===== src/rtl/mul8_pkg.sv =====
// Shared definitions for the sequential 8x8 multiplier arbiter:
// FSM state encoding, operand/product widths, step count and the
// partial-product alignment helper.
package mul8_pkg;

    localparam int OP_W     = 8;
    localparam int PROD_W   = 16;
    localparam int STEP_CNT = 4;
    localparam int STEP_W   = 2;

    typedef enum logic [1:0] {
        ST_IDLE = 2'd0,
        ST_CALC = 2'd1,
        ST_DONE = 2'd2
    } state_t;

    // Align a 4x4 partial product to its weight for the given step:
    // step 0 -> x1, steps 1/2 -> x16, step 3 -> x256.
    function automatic logic [PROD_W-1:0] shift_pp(input logic [7:0] pp,
                                                   input logic [STEP_W-1:0] step);
        logic [PROD_W-1:0] r;
        case (step)
            2'd0:    r = {8'd0, pp};
            2'd1,
            2'd2:    r = {4'd0, pp, 4'd0};
            default: r = {pp, 8'd0};
        endcase
        return r;
    endfunction

endpackage


===== src/rtl/four_bit_multiplier.sv =====
// Combinational 4x4 unsigned multiplier; the single shared datapath
// element that the sequencer time-multiplexes across four steps.
module four_bit_multiplier (
    input  logic [3:0] a,
    input  logic [3:0] b,
    output logic [7:0] p
);

    // Operands are zero-extended to the product width before multiplying.
    assign p = {4'd0, a} * {4'd0, b};

endmodule


===== src/rtl/mul8_seq_arbiter.sv =====
// Two-requester round-robin arbiter feeding a sequential 8x8 multiplier
// built from one shared 4x4 multiplier (four partial products per job).
// Optional feature macro: MUL8_ZERO_SKIP_EN -- when defined, a job whose
// latched operands contain a zero skips the partial-product steps and
// reports product 0 one cycle after the grant.
module mul8_seq_arbiter
    import mul8_pkg::*;
(
    input  logic              clk,
    input  logic              rst_n,
    input  logic              req0_valid,
    input  logic [OP_W-1:0]   req0_a,
    input  logic [OP_W-1:0]   req0_b,
    output logic              req0_ready,
    input  logic              req1_valid,
    input  logic [OP_W-1:0]   req1_a,
    input  logic [OP_W-1:0]   req1_b,
    output logic              req1_ready,
    output logic              res_valid,
    input  logic              res_ready,
    output logic [PROD_W-1:0] res_product,
    output logic              res_id,
    output logic              busy
);

    localparam logic [STEP_W-1:0] LAST_STEP = STEP_W'(STEP_CNT - 1);

    state_t              state_q, state_d;
    logic                ptr_q, ptr_d;
    logic [STEP_W-1:0]   step_q, step_d;
    logic [PROD_W-1:0]   acc_q, acc_d;
    logic [OP_W-1:0]     op_a_q, op_a_d;
    logic [OP_W-1:0]     op_b_q, op_b_d;
    logic                id_q, id_d;
    logic [PROD_W-1:0]   res_product_q, res_product_d;
    logic                res_id_q, res_id_d;
    logic                res_valid_q, res_valid_d;
    logic                busy_q, busy_d;

    logic                gnt0, gnt1;
    logic [3:0]          mul_a, mul_b;
    logic [7:0]          mul_p;
    logic [PROD_W-1:0]   acc_sum;

    // Round-robin pick: the pointer breaks ties, a lone requester always wins.
    assign gnt0 = req0_valid & (~req1_valid | ~ptr_q);
    assign gnt1 = req1_valid & (~req0_valid |  ptr_q);

    assign req0_ready  = (state_q == ST_IDLE) & gnt0;
    assign req1_ready  = (state_q == ST_IDLE) & gnt1;
    assign res_valid   = res_valid_q;
    assign res_product = res_product_q;
    assign res_id      = res_id_q;
    assign busy        = busy_q;

    // Step bit 0 selects the high nibble of a, step bit 1 the high nibble of b.
    assign mul_a = step_q[0] ? op_a_q[7:4] : op_a_q[3:0];
    assign mul_b = step_q[1] ? op_b_q[7:4] : op_b_q[3:0];

    four_bit_multiplier u_mul (
        .a (mul_a),
        .b (mul_b),
        .p (mul_p)
    );

    assign acc_sum = acc_q + shift_pp(mul_p, step_q);

    // Next-state and registered-output logic for the IDLE/CALC/DONE sequencer.
    always_comb begin
        state_d       = state_q;
        ptr_d         = ptr_q;
        step_d        = step_q;
        acc_d         = acc_q;
        op_a_d        = op_a_q;
        op_b_d        = op_b_q;
        id_d          = id_q;
        res_product_d = res_product_q;
        res_id_d      = res_id_q;
        res_valid_d   = res_valid_q;
        busy_d        = busy_q;

        case (state_q)
            ST_IDLE: begin
                if (gnt0 | gnt1) begin
                    op_a_d  = gnt1 ? req1_a : req0_a;
                    op_b_d  = gnt1 ? req1_b : req0_b;
                    id_d    = gnt1;
                    ptr_d   = ~gnt1;
                    acc_d   = '0;
                    step_d  = '0;
                    state_d = ST_CALC;
                    busy_d  = 1'b1;
                end
            end
            ST_CALC: begin
`ifdef MUL8_ZERO_SKIP_EN
                if ((step_q == '0) && ((op_a_q == '0) || (op_b_q == '0))) begin
                    acc_d         = '0;
                    res_product_d = '0;
                    res_id_d      = id_q;
                    res_valid_d   = 1'b1;
                    state_d       = ST_DONE;
                end else begin
`else
                begin
`endif
                    acc_d  = acc_sum;
                    step_d = step_q + 2'd1;
                    if (step_q == LAST_STEP) begin
                        res_product_d = acc_sum;
                        res_id_d      = id_q;
                        res_valid_d   = 1'b1;
                        state_d       = ST_DONE;
                    end
                end
            end
            ST_DONE: begin
                if (res_ready) begin
                    res_valid_d = 1'b0;
                    busy_d      = 1'b0;
                    step_d      = '0;
                    state_d     = ST_IDLE;
                end
            end
            default: begin
                res_valid_d = 1'b0;
                busy_d      = 1'b0;
                state_d     = ST_IDLE;
            end
        endcase
    end

    // State and output registers; reset drops any job in flight.
    always_ff @(posedge clk or negedge rst_n) begin
        if (!rst_n) begin
            state_q       <= ST_IDLE;
            ptr_q         <= 1'b0;
            step_q        <= '0;
            acc_q         <= '0;
            op_a_q        <= '0;
            op_b_q        <= '0;
            id_q          <= 1'b0;
            res_product_q <= '0;
            res_id_q      <= 1'b0;
            res_valid_q   <= 1'b0;
            busy_q        <= 1'b0;
        end else begin
            state_q       <= state_d;
            ptr_q         <= ptr_d;
            step_q        <= step_d;
            acc_q         <= acc_d;
            op_a_q        <= op_a_d;
            op_b_q        <= op_b_d;
            id_q          <= id_d;
            res_product_q <= res_product_d;
            res_id_q      <= res_id_d;
            res_valid_q   <= res_valid_d;
            busy_q        <= busy_d;
        end
    end

endmodule

===== config.mk =====
export PLATFORM = sky130hd
export DESIGN_NAME = mul8_seq_arbiter
export DESIGN_NICKNAME = d
export VERILOG_FILES = /design/src/rtl/mul8_pkg.sv /design/src/rtl/four_bit_multiplier.sv /design/src/rtl/mul8_seq_arbiter.sv
export SDC_FILE = /design/constraint.sdc
export NUM_CORES = 1
export LEC_CHECK = 0
export ABC_AREA = 1
export CORE_UTILIZATION = 38
export DETAILED_ROUTE_END_ITERATION = 10
export PLACE_DENSITY = 0.6
export SYNTH_ARGS = -nofsm -noshare
export SYNTH_HDL_FRONTEND = slang
export SYNTH_SLANG_ARGS = --single-unit
export TNS_END_PERCENT = 10

===== constraint.sdc =====
create_clock -name clk -period 6.3 [get_ports clk]
set_input_delay 0.945 -clock clk [delete_from_list [all_inputs] [get_ports clk]]
set_output_delay 0.945 -clock clk [all_outputs]
set_load 0.03 [all_outputs]

==> metrics <==
Seq/Total Area, Yosys=37.1%; initial antenna violation count=0; multi-input logic area=2160 um2; Routed WL=9270 um; reg2reg end=acc_q[15]; Finished Core Util=48.6%; Syn Nets=578; Synth area leaders=dfrtp_1 (37%), nand2_1 (14%), ha_1 (9.4%); reg2reg setup slack=1.52 ns; Worst Slack Setup Final=1.52 ns; worst r2r src=step_q[1]; DR vias=3445; # Post-CTS Setup Buffers=0; Warnings, synthesis=0; Final Setup Violations=0; status=finished clean; CTS sink cnt=57; Die W=103 um; Avg Inst Size Synth=7.59 um2; vias in the first global route=3418; worst skew pair latency=0.34 ns; largest net degree at the start of global routing=58; fin nets=636; global-route wire length before repair=16000 um; Initial Util=39.4%; Yosys reg bits=57; CTS tree=built; CP Class=reg2reg; GRT Resource Usage Total=20.0%; max frequency=209 MHz; CTS clk-pin slew, worst paths=0.06 ns; # DRC=0; CTS Buf Count=9; 1st-iter DRT viols=150; die area=10500 um2; ANT cells=0; Clock Path Buffers=2; Die H=103 um; Crit path arrival time=5.00 ns; row count=36; Worst Path Max Fanout=7; Ports=58; FF+latch area=1430 um2; slew margin rel.=47.4%; share of layout cells above drive strength 1=8.25%; IO buf count=57; hold-critical path depth=2; CTS Hold Bufs=0; hold_sp=res_product[10]; DR vias/cell=4.90; Worst Tran Pin Value=0.788 ns; area leader, netlist=dfrtp_1; Remaining Overflow, GRT=0; GPL Wtd Cong=0.868; CTS root buf=clkbuf_8; Distinct cells, synth=35; min-delay worst type=reg2reg; Netlist Area Pre-Place=3850 um2; post_cts resized=0; Fin. Hold Viols=0; wire per inst=13.2 um; FILL cells=1022; share of the synthesized area in the top cell type=37.1%; Slew Limit Fails=0; final setup skew=0.00880 ns; Post-DRT Antenna Nets=0; DP HPWL=7040 um; Setup WS pre-CTS=1.54 ns; required time worst endpoint=6.52 ns; Cells after Synth=507; Final min period=4.78 ns; MaxCap Viol Count=0; end of the worst hold path=res_product[10]; H-tree levels=3; Syn-to-layout area delta=23.4%; RSZ-0062 raised after global routing=no; Worst setup EP type=register; fin crit share=75.8%; Core ar.=9770 um2; final setup TNS=0 ns; reg2reg path depth=18; First-pass DRT Iterations=5; crit start category=register
-- cells in the mapped netlist, drive strengths merged --
master and count:
a21boi 1, inv 52, nand3b 4, xnor2 3, or2 10, o22ai 8
ha 29, nand4 2, and2 1, nand2 144, dfrtp 57, nand3 28
mux2i 8, o21ai 25, buf 6, nor3 3, xor2 4, nor2 59
a21o 2, clkbuf 5, fa 5, o211ai 1, o21bai 1, a21oi 49
-- logic make-up after synthesis --
group / count (synthesis) / share of synthesized area (%)
mux: 8 / 2.08
flops: 57 / 37.1
fa+ha+maj: 34 / 12.0
simple gates: 251 / 27.4
buf+inv: 63 / 6.70
compound gates: 87 / 13.2
xor+xnor: 7 / 1.59
-- layout make-up --
type,instances,area share [%]
repair buffers,58,12.1
inverters,52,4.21
flip-flops and latches,57,30.0
clock inverters,5,1.66
clock buffers,11,2.98
well taps,133,3.50
multi-input cells,387,45.6
-- routing by layer --
layer	vias to the layer above	global-route usage, %	wire length (um)
met2	83	34.2	4640
li1	1770	-	-
met3	8	5.15	328
met5	-	0	0
met1	1584	24.3	4210
met4	0	6.92	87
-- metrics by stage --
step / instances / hold slack (ns) / area, um2
after floorplan: 507 / 0.448 / 3850
after global placement: 687 / 0.463 / 4530
after detailed placement: 687 / 0.465 / 4530
after CTS: 703 / 0.483 / 4750
after global routing: 703 / 0.504 / 4750
final: 703 / 0.478 / 4750
-- flip-flops by register name, indices dropped and copies added, names as in the netlist --
register,flops
acc_q,16
res_product,16
busy,1
op_b_q,8
res_valid,1
id_q,1
op_a_q,8
state_q,2
ptr_q,1
step_q,2
res_id,1
-- how the worst max path moves through the flow --
stage                     startpoint         endpoint  slack [ns]  cells past startpoint
after floorplan            step_q[0]        acc_q[14]        1.91                     20
after global placement     step_q[0]  res_product[15]        1.57                     19
after detailed placement   step_q[0]        acc_q[15]        1.54                     18
after CTS                  step_q[0]        acc_q[15]        1.53                     18
after global routing       step_q[0]  res_product[15]        1.21                     18
final                      step_q[1]        acc_q[15]        1.52                     18
-- layout by cell type (no fill, tap or decap), drive strengths merged, types with 4 or more instances in the layout --
master	netlist	final
dfrtp	57	57
nand3	28	28
nand2	144	144
fa	5	5
inv	52	52
xor2	4	4
a21oi	49	49
or2	10	10
o22ai	8	8
nand3b	4	4
clkbuf	5	11
o21ai	25	25
mux2i	8	8
clkdlybuf4s50	0	56
nor2	59	59
ha	29	29
-- worst max-delay path, stage by stage (launching register included) --
cell and delay, ns:
dfrtp_1 0.52, mux2i_1 0.20, or2_2 0.33, fa_1 0.53
inv_1 0.05, fa_1 0.56, inv_1 0.06, fa_1 0.45
o21ai_0 0.23, xnor2_1 0.21, o22ai_1 0.12, ha_1 0.35
a21o_1 0.20, a21oi_1 0.11, nand2_1 0.14, a21oi_1 0.29
nand3_1 0.14, nand3_1 0.10, nand2_1 0.05
Power is left out: the tool's default activity adds up to more than one toggle a clock period on the data nets, which glitch-free logic cannot reach.
